**config.mk**
```make
export PLATFORM = sky130hd
export DESIGN_NAME = fetch_unit
export DESIGN_NICKNAME = d
export VERILOG_FILES = /design/src/rtl/fetch_pkg.sv /design/src/rtl/fetch_fifo.sv /design/src/rtl/fetch_unit.sv
export SDC_FILE = /design/constraint.sdc
export NUM_CORES = 1
export LEC_CHECK = 0
export CAP_MARGIN = 20
export CORE_ASPECT_RATIO = 0.7
export CORE_UTILIZATION = 50
export DETAILED_ROUTE_END_ITERATION = 8
export GPL_ROUTABILITY_DRIVEN = 0
export HOLD_SLACK_MARGIN = 0.03
export PLACE_DENSITY = 0.76
export SYNTH_ARGS = -nofsm -noshare
export SYNTH_HDL_FRONTEND = slang
export SYNTH_SLANG_ARGS = --single-unit
```
**constraint.sdc**
```tcl
create_clock -name clk -period 3.6 [get_ports clk]
set_clock_uncertainty 0.1 [all_clocks]
set_input_delay 0.9 -clock clk [delete_from_list [all_inputs] [get_ports clk]]
set_output_delay 0.9 -clock clk [all_outputs]
set_load 0.01 [all_outputs]
```
**src/rtl/fetch_pkg.sv**
```systemverilog
// fetch_pkg: constants and bundle types shared by the fetch stage.
// Holds the NOP encoding, default reset PC and instruction field positions.
package fetch_pkg;

    localparam logic [31:0] NOP_INSTR    = 32'h0000_0013;
    localparam logic [31:0] RESET_PC_DEF = 32'h0000_0000;

    localparam int OPC_LSB = 0;
    localparam int OPC_MSB = 6;
    localparam int F3_LSB  = 12;
    localparam int F3_MSB  = 14;
    localparam int F7_BIT  = 30;

    typedef struct packed {
        logic [31:0] pc;
        logic [31:0] instr;
    } fetch_entry_t;

endpackage

```
**src/rtl/fetch_fifo.sv**
```systemverilog
// fetch_fifo: synchronous FIFO, power-of-two depth, with flush.
// Ports: push/wdata in, pop in, flush in, rdata (head), count, full, empty.
module fetch_fifo #(
    parameter int WIDTH = 32,
    parameter int DEPTH = 4
) (
    input  logic                   clk,
    input  logic                   rst,
    input  logic                   push,
    input  logic [WIDTH-1:0]       wdata,
    input  logic                   pop,
    input  logic                   flush,
    output logic [WIDTH-1:0]       rdata,
    output logic [$clog2(DEPTH):0] count,
    output logic                   full,
    output logic                   empty
);
    localparam int AW = $clog2(DEPTH);

    logic [WIDTH-1:0] mem [DEPTH];
    logic [AW-1:0]    wptr;
    logic [AW-1:0]    rptr;
    logic             do_push;
    logic             do_pop;

    assign full    = (count == (AW+1)'(DEPTH));
    assign empty   = (count == '0);
    assign do_push = push && !full;
    assign do_pop  = pop && !empty;
    assign rdata   = mem[rptr];

    always_ff @(posedge clk) begin
        if (do_push) begin
            mem[wptr] <= wdata;
        end
    end

    // Pointers wrap naturally because DEPTH is a power of two.
    always_ff @(posedge clk or posedge rst) begin
        if (rst) begin
            wptr  <= '0;
            rptr  <= '0;
            count <= '0;
        end else if (flush) begin
            wptr  <= '0;
            rptr  <= '0;
            count <= '0;
        end else begin
            if (do_push) begin
                wptr <= wptr + AW'(1);
            end
            if (do_pop) begin
                rptr <= rptr + AW'(1);
            end
            count <= count + (AW+1)'(do_push) - (AW+1)'(do_pop);
        end
    end

endmodule

```
**src/rtl/fetch_unit.sv**
```systemverilog
// fetch_unit: keeps the fetch PC, issues word reads to imem, buffers
// {pc,instr} and hands them to decode under valid/ready.
// Ports: imem_req_*/imem_addr out, imem_rsp_*/imem_rdata in,
// instr_valid/instr_ready handshake, Instr/PC/PCPlus4 and decoded
// fields out, PCSrc/PCTarget redirect in.
module fetch_unit
    import fetch_pkg::*;
#(
    parameter logic [31:0] RESET_PC   = RESET_PC_DEF,
    parameter int          FIFO_DEPTH = 4
) (
    input  logic        clk,
    input  logic        rst,
    input  logic        PCSrc,
    input  logic [31:0] PCTarget,
    output logic        imem_req_valid,
    input  logic        imem_req_ready,
    output logic [31:0] imem_addr,
    input  logic        imem_rsp_valid,
    input  logic [31:0] imem_rdata,
    output logic        instr_valid,
    input  logic        instr_ready,
    output logic [31:0] Instr,
    output logic [31:0] PC,
    output logic [31:0] PCPlus4,
    output logic [6:0]  Opcode,
    output logic [2:0]  funct3,
    output logic        funct7
);
    localparam int CW = $clog2(FIFO_DEPTH) + 1;

    logic [31:0]   fetch_pc;
    logic [CW-1:0] out_cnt;
    logic [CW-1:0] out_nxt;
    logic [CW-1:0] drop_cnt;
    logic [CW-1:0] buf_cnt;
    logic [CW-1:0] rq_cnt;
    logic [CW:0]   credit;
    logic          acc;
    logic          rsp;
    logic          hs;
    logic          redir;
    logic          keep;
    logic          buf_full;
    logic          buf_empty;
    logic          rq_full;
    logic          rq_empty;
    logic [31:0]   rq_pc;
    fetch_entry_t  wentry;
    fetch_entry_t  head;
    logic          unused;

    // Credits: in-flight plus buffered never exceeds the buffer depth.
    assign credit = {1'b0, out_cnt} + {1'b0, buf_cnt};
    assign imem_req_valid = !rst && (credit < (CW+1)'(FIFO_DEPTH));
    assign imem_addr = fetch_pc;

    assign acc   = imem_req_valid && imem_req_ready;
    // A response with nothing outstanding is a leftover from before reset.
    assign rsp   = imem_rsp_valid && (out_cnt != '0);
    assign hs    = instr_valid && instr_ready;
    assign redir = hs && PCSrc;
    assign keep  = rsp && (drop_cnt == '0) && !redir;

    assign out_nxt = out_cnt + CW'(acc) - CW'(rsp);

    always_ff @(posedge clk or posedge rst) begin
        if (rst) begin
            fetch_pc <= RESET_PC;
            out_cnt  <= '0;
            drop_cnt <= '0;
        end else begin
            out_cnt <= out_nxt;
            if (redir) begin
                fetch_pc <= {PCTarget[31:2], 2'b00};
                // Everything still in flight is now wrong-path.
                drop_cnt <= out_nxt;
            end else begin
                if (acc) begin
                    fetch_pc <= fetch_pc + 32'd4;
                end
                if (rsp && (drop_cnt != '0)) begin
                    drop_cnt <= drop_cnt - CW'(1);
                end
            end
        end
    end

    fetch_fifo #(
        .WIDTH(32),
        .DEPTH(FIFO_DEPTH)
    ) u_rq (
        .clk  (clk),
        .rst  (rst),
        .push (acc),
        .wdata(fetch_pc),
        .pop  (rsp),
        .flush(1'b0),
        .rdata(rq_pc),
        .count(rq_cnt),
        .full (rq_full),
        .empty(rq_empty)
    );

    assign wentry = '{pc: rq_pc, instr: imem_rdata};

    fetch_fifo #(
        .WIDTH($bits(fetch_entry_t)),
        .DEPTH(FIFO_DEPTH)
    ) u_buf (
        .clk  (clk),
        .rst  (rst),
        .push (keep),
        .wdata(wentry),
        .pop  (hs),
        .flush(redir),
        .rdata(head),
        .count(buf_cnt),
        .full (buf_full),
        .empty(buf_empty)
    );

    assign instr_valid = !buf_empty;
    assign Instr   = instr_valid ? head.instr : NOP_INSTR;
    assign PC      = instr_valid ? head.pc : 32'd0;
    assign PCPlus4 = PC + 32'd4;
    assign Opcode  = Instr[OPC_MSB:OPC_LSB];
    assign funct3  = Instr[F3_MSB:F3_LSB];
    assign funct7  = Instr[F7_BIT];

    assign unused = ^{PCTarget[1:0], rq_cnt, rq_full, rq_empty, buf_full};

endmodule

```
==> results_dict.tcl, run 1 <==
set metrics [dict create \
    post_drt_wl_per_cell_um 21.1 \
    min_period_over_period 1.10 \
    synth_mux_area_frac 0.126 \
    synthCells 989 \
    synth-seq-area-share 0.705 \
    async_flop_share 0.120 \
    drc_errors 0 \
    r2r_start "u_buf.count[0]" \
    worstReg2RegEnd "u_buf.count[2]" \
    ys.flop_type "edfxtp_1" \
    drive_gt1_frac 0.293 \
    crit_path_end "PCPlus4[26]" \
    synth_area_leaders "edfxtp_1 (63%), mux4_2 (9.6%), dfrtp_1 (7.2%), mux4_1 (2.9%), and2_1 (2.1%)" \
    gr-total-overflow 0 \
    core_area_sq_um 33900 \
    clockBufferDepth 3 \
    area_growth_pct 29.5 \
    worstPathCellList "buf_12 -> mux4_2 -> nand2_2 -> nor4_4 -> buf_4 -> nand3_4 -> or3_4 -> xnor2_2 -> buf_2" \
    wl_met3_um 2060 \
    drt_iter0_markers 687 \
    fp.dieH_um 158 \
    hold_violations 0 \
    regArea_sq_um 12300 \
    rsz0062_at_grt "true" \
    cp-start-kind "flop" \
    fmax_ghz 0.253 \
    track_usage 0.212 \
    path_clk_slew_ns 0.06 \
    worstPathArrival_ns 2.96 \
    critical_path_class "flop to primary output" \
    multiInputGateArea_sq_um 4920 \
    ys.warnings.count 0 \
    dp.cells 1699 \
    wl_met2_um 18400 \
    hold_buffers 0 \
    combPwrFrac 0.395 \
    drv_slew 0 \
    yosysMostFrequentCell "edfxtp_1" \
    cts_sinks 418 \
    power_leakage_nw 8.31 \
    synth_top_family_by_area "multiplexers" \
    io_pins 211 \
    maxSlewHeadroom 0.429 \
    clock_power_share 0.232 \
    crit_fanout 9 \
    synth_cell_types 47 \
    diodes 0 \
    setup_viol_count_final 24 \
    p_per_area_nw_per_um2 829 \
    swShare 0.317 \
    netSwitchingPower_mw 5.93 \
    ys_ff_latch 418 \
    cp_slowest_cell "dfrtp_4" \
    std_cell_rows 56 \
    via_count 9802 \
    grt_pass1_vias 9815 \
    yosys-top-cells-count "edfxtp_1 (368), nand2_1 (78), mux4_2 (74), and2_1 (59), dfrtp_1 (50)" \
    die_area_sq_um 35700 \
    routed.top_layer "met4" \
    root_buffer "clkbuf_16" \
    critPathLaunch "u_buf.rptr[0]" \
    maxCapViolCount 0 \
    crit_required_ns 2.60 \
    synth_compound_area_frac 0.0128 \
    grt_max_degree 68 \
    n_fill_cell 2257 \
    violations "setup timing" \
    synth_edf_count 368 \
    io_buffer_count 202 \
    htreeDepth 2 \
    setup_slack_ns -0.356 \
    grt_antenna_before_repair 0 \
    cts_buffers 40 \
    ff2ff_setup_slack_ns 0.56 \
    final_cells 1807 \
    max_stage_delay_ns 0.56 \
    drt_first_pass_iters 5 \
    vdd_drop_max_mv 0.373 \
    grt_pass1_wl_um 56800 \
    antenna_left 0 \
    cp-end-kind "primary output" \
    reg2reg_depth 15 \
    fin_nets 1405 \
    met1Wirelength_um 17200 \
    status "complete, but fails checks" \
    synthAdderAreaFrac 0.0178 \
    period_needed_ns 3.96 \
    synth_top_area_share 0.633 \
    power_frac_seq 0.372 \
    synthXorXnorAreaFrac 0.0336 \
    fin_tns_setup_ns -5.60 \
    avgViaCountPerCell 5.42 \
    start_util 0.515 \
    die_w_um 225 \
    clk_latency_ns 0.54 \
    cts_tree "yes" \
    syn_area_per_cell_sq_um 17.6 \
    hp-class "flop to flop" \
    p_int_mw 12.8 \
    synth_simple_gate_area_share 0.0782 \
    synth_area_leader_cell "edfxtp_1" \
    hpwl_um 24600 \
    syn-cell-area_sq_um 17400 \
    wirelength_um 38100 \
    worst_slew_pin_slew_ns 0.856 \
]
sequential cells by signal (all words and copies together) (netlist names):
register / flops
u_rq.count: 3
u_buf.count: 3
imem_addr: 30
u_buf.wptr: 2
u_buf.mem: 248
u_rq.wptr: 2
u_rq.rptr: 2
out_cnt: 3
drop_cnt: 3
u_rq.mem: 120
u_buf.rptr: 2
layout by cell type, fill, tap and decap left out, types with 6 or more instances in the layout:
| master | count |
|---|---|
| edfxtp_1 | 368 |
| clkdlybuf4s50_1 | 106 |
| buf_4 | 94 |
| mux4_2 | 91 |
| nand2_1 | 68 |
| and2_1 | 54 |
| dfrtp_1 | 46 |
| clkbuf_16 | 44 |
| o21ai_0 | 36 |
| xnor2_1 | 30 |
| xor2_1 | 29 |
| inv_1 | 29 |
| dlymetal6s2s_1 | 29 |
| nor2_1 | 27 |
| buf_2 | 27 |
| buf_6 | 21 |
| ha_1 | 19 |
| nand4_1 | 18 |
| dlygate4sd2_1 | 17 |
| buf_12 | 16 |
| clkbuf_2 | 13 |
| clkbuf_1 | 8 |
| clkinv_1 | 8 |
| and3_1 | 7 |
| nand2_2 | 7 |
| nand3_1 | 6 |
| xnor2_2 | 6 |
| conb_1 | 6 |
| clkbuf_8 | 6 |
| bufinv_16 | 6 |
| clkdlybuf4s15_1 | 6 |
power by group through the flow:
| stage | registers, mW | logic, mW | clock network (mW) |
|---|---|---|---|
| 2_1_floorplan | 6.78 | 3.77 | 0 |
| 3_3_place_gp | 6.99 | 6.88 | 0 |
| 3_5_place_dp | 7.05 | 7.04 | 0 |
| 4_1_cts | 6.97 | 7.13 | 4.43 |
| 5_1_grt | 7.06 | 7.93 | 4.63 |
| 6_report | 6.97 | 7.40 | 4.35 |
critical path, delay by kind of cell (launching register included):
| kind | cells | cell delay, ns |
|---|---|---|
| mux | 1 | 0.38 |
| flops | 1 | 0.56 |
| buf+inv | 3 | 0.50 |
| simple gates | 4 | 0.84 |
| xor+xnor | 1 | 0.13 |
worst min path at each step:
stage,start,endpoint,cells past startpoint
floorplan,out_cnt[0],out_cnt[0],1
global placement,out_cnt[0],out_cnt[0],1
detailed placement,u_rq.count[1],u_rq.count[2],1
CTS,out_cnt[0],out_cnt[0],1
global route,out_cnt[0],out_cnt[0],1
finish,out_cnt[0],out_cnt[0],1
metrics by stage:
stage / setup slack [ns] / hold WS, ns / cell area, sq um / utilization / total power, mW
floorplan: 0.0384 / 0.421 / 17500 / - / 10.6
global placement: -0.256 / 0.462 / 20600 / 0.609 / 13.9
detailed placement: -0.311 / 0.467 / 20600 / 0.609 / 14.1
CTS: -0.381 / 0.483 / 22200 / 0.655 / 18.5
global route: -0.458 / 0.522 / 22600 / 0.666 / 19.6
finish: -0.356 / 0.488 / 22600 / 0.666 / 18.7
metal layers:
| metal | vias to the layer above | GRT usage |
|---|---|---|
| li1 | 4417 | - |
| met1 | 5037 | 0.311 |
| met2 | 304 | 0.341 |
| met3 | 44 | 0.0314 |
| met4 | 0 | 0.0489 |
| met5 | - | 0 |
logic make-up after synthesis:
kind of cell | Yosys count
xor gates and xnor gates | 67
muxes | 96
buffers and inverters | 92
adders and majority gates | 23
DFF | 418
AOI/OAI and AO/OA | 43
and+or+nand+nor | 249
other | 1
repair_timing:
item                                   CTS  global route
pin swaps                               21            23
cloned                                   2             3
endpoints found under the hold margin    0             0
setup endpoints to repair               97            78
setup buffers                           13            19
resized for setup                      203           126
final cells by class:
cell class / count / share of cell area
Inverter: 32 / 0.00532
Clock inverter: 18 / 0.0106
Tap cell: 464 / 0.0257
Timing Repair Buffer: 336 / 0.145
Multi-Input combinational cell: 484 / 0.218
Sequential cell: 418 / 0.545
Clock buffer: 55 / 0.0504
No activity file was read; power rests on OpenSTA's default activity.
==> run 2, diff against run 1 <==
--- a/config.mk
+++ b/config.mk
@@ -10,6 +10,7 @@
 export CORE_UTILIZATION = 50
 export DETAILED_ROUTE_END_ITERATION = 8
 export GPL_ROUTABILITY_DRIVEN = 0
+export GPL_TIMING_DRIVEN = 0
 export HOLD_SLACK_MARGIN = 0.03
 export PLACE_DENSITY = 0.76
 export SYNTH_ARGS = -nofsm -noshare
==> run 2 against run 1 <==
Compared with the run above:
- the run still ends with setup timing left
- setup slack got worse by 0.090 ns
- critical path depth increased by 4
- sequential power decreased by 2%
- global-route usage increased by 0.94 points
- final cell count decreased by 0.11%
- count of clock-buffer cells in the layout decreased by 2
- routed wire length increased by 3.1%
- largest power group unchanged
- fmax decreased by 2.2%
==> results_dict.tcl, run 2 (synthesis results as in run 1) <==
set metrics [dict create \
    max_stage_delay_ns 0.40 \
    gr-total-overflow 0 \
    cp-end-kind "primary output" \
    drv_slew 0 \
    vdd_drop_max_mv 0.402 \
    fmax_ghz 0.247 \
    drc_errors 0 \
    setup_slack_ns -0.445 \
    fp.dieH_um 158 \
    whs_endpoint "u_rq.count[2]" \
    power_leakage_nw 7.95 \
    setup_viol_count_final 25 \
    grt_antenna_before_repair 1 \
    rsz0062_at_grt "true" \
    clockBufferDepth 3 \
    r2r_start "u_buf.count[2]" \
    worstReg2RegEnd "u_rq.mem[2][25]" \
    dp.cells 1667 \
    drt_iter0_markers 1044 \
    netSwitchingPower_mw 6.06 \
    status "complete, but fails checks" \
    io_pins 211 \
    cts_tree "yes" \
    crit_required_ns 2.60 \
    largest_reg_flops 248 \
    worst_slew_pin_slew_ns 0.875 \
    reg2reg_depth 7 \
    worstPathArrival_ns 3.05 \
    antenna_left 0 \
    die_w_um 225 \
    track_usage 0.222 \
    core_area_sq_um 33900 \
    cts_sinks 418 \
    violations "setup timing" \
    place_ws_ns -1.56 \
    drt_first_pass_iters 5 \
    fin_tns_setup_ns -7.57 \
    cp-start-kind "flop" \
    fin_nets 1404 \
    largest-register "u_buf.mem" \
    hold_buffers 0 \
    std_cell_rows 56 \
    drive_gt1_frac 0.291 \
    hpwl_um 25200 \
    clk_latency_ns 0.53 \
    wirelength_um 39300 \
    final_cells 1805 \
    ff2ff_setup_slack_ns 0.31 \
    period_needed_ns 4.05 \
    start_util 0.515 \
    power_frac_seq 0.370 \
    min_period_over_period 1.12 \
    grt_pass1_wl_um 58700 \
    die_area_sq_um 35700 \
    p_int_mw 12.4 \
    regArea_sq_um 12300 \
    min_from "u_rq.count[1]" \
    n_fill_cell 2322 \
    placed_area_sq_um 20300 \
    grt_max_degree 56 \
    crit_fanout 7 \
    multiInputGateArea_sq_um 4920 \
    hold_depth 1 \
    path_clk_slew_ns 0.06 \
    post_drt_wl_per_cell_um 21.8 \
    clock_power_share 0.213 \
    hp-class "flop to flop" \
    cp_slowest_cell "mux4_2" \
    layout_commonest_cell "edfxtp_1" \
    p_per_area_nw_per_um2 830 \
    worstPathCellList "buf_8 -> buf_12 -> mux4_2 -> nand2_2 -> inv_2 -> ha_4 -> nand2_4 -> nor4_4 -> buf_6 -> nand3_4 -> or3_4 -> xnor2_2 -> buf_2" \
    avgViaCountPerCell 5.50 \
    hold-worst-slack_ns 0.483 \
    grt_pass1_vias 9976 \
    swShare 0.328 \
    layout_common_cells "edfxtp_1 (368), clkdlybuf4s50_1 (112), mux4_2 (92)" \
    root_buffer "clkbuf_16" \
    area_growth_pct 27.6 \
    maxCapViolCount 0 \
    cts_buffers 40 \
    io_buffer_count 202 \
    crit_family "simple AND/OR/NAND/NOR gates" \
    maxSlewHeadroom 0.417 \
    combPwrFrac 0.417 \
    fin_area_sq_um 22300 \
    htreeDepth 2 \
    crit_buf_inv 5 \
    hold_violations 0 \
    critical_path_class "flop to primary output" \
    via_count 9927 \
]
==> run 2: power groups by stage <==
| stage | Sequential, mW | Combinational [mW] | Clock (mW) |
|---|---|---|---|
| after global placement | 6.89 | 6.78 | 0 |
| after global routing | 6.90 | 8.28 | 4.18 |
| final | 6.83 | 7.71 | 3.94 |
| after floorplan | 6.78 | 3.77 | 0 |
| after CTS | 6.82 | 7.48 | 4.01 |
| after detailed placement | 6.92 | 6.96 | 0 |
==> run 2: how the worst max path moves through the flow <==
stage	to	cells past startpoint	start	slack, ns
floorplan	PCPlus4[26]	13	u_buf.count[1]	0.04
global placement	PCPlus4[30]	12	u_buf.count[0]	-1.84
detailed placement	PCPlus4[30]	12	u_buf.count[1]	-1.56
CTS	PCPlus4[27]	11	u_buf.rptr[0]	-0.45
global route	PCPlus4[26]	13	u_buf.rptr[0]	-0.55
finish	PCPlus4[26]	13	u_buf.rptr[0]	-0.45
==> run 2: layout make-up <==
class                           instances  share of cell area
Antenna cell                            1            0.000112
Buffer                                 58              0.0241
Clock buffer                           53              0.0492
Clock inverter                         18             0.00590
Inverter                               32             0.00562
Multi-Input combinational cell        484               0.221
Sequential cell                       418               0.553
Tap cell                              464              0.0261
Timing Repair Buffer                  277               0.115
==> run 2: metal layers <==
layer,global-route usage,vias up,routed length (um)
met2,0.352,400,18700
met5,0,-,0
li1,-,4421,-
met4,0.0518,0,593
met3,0.0472,51,2950
met1,0.317,5055,17100
==> run 2: metrics by stage <==
stage                     power [mW]   util
after floorplan                 10.6      -
after global routing            19.4  0.657
final                           18.5  0.657
after detailed placement        13.9  0.597
after global placement          13.7  0.592
after CTS                       18.3  0.651
==> run 2: repair_timing <==
action,in CTS,in global routing
setup buffers,42,23
resized for setup,290,91
endpoints found under the setup margin,103,73
pin swaps,26,14
cloned,3,0
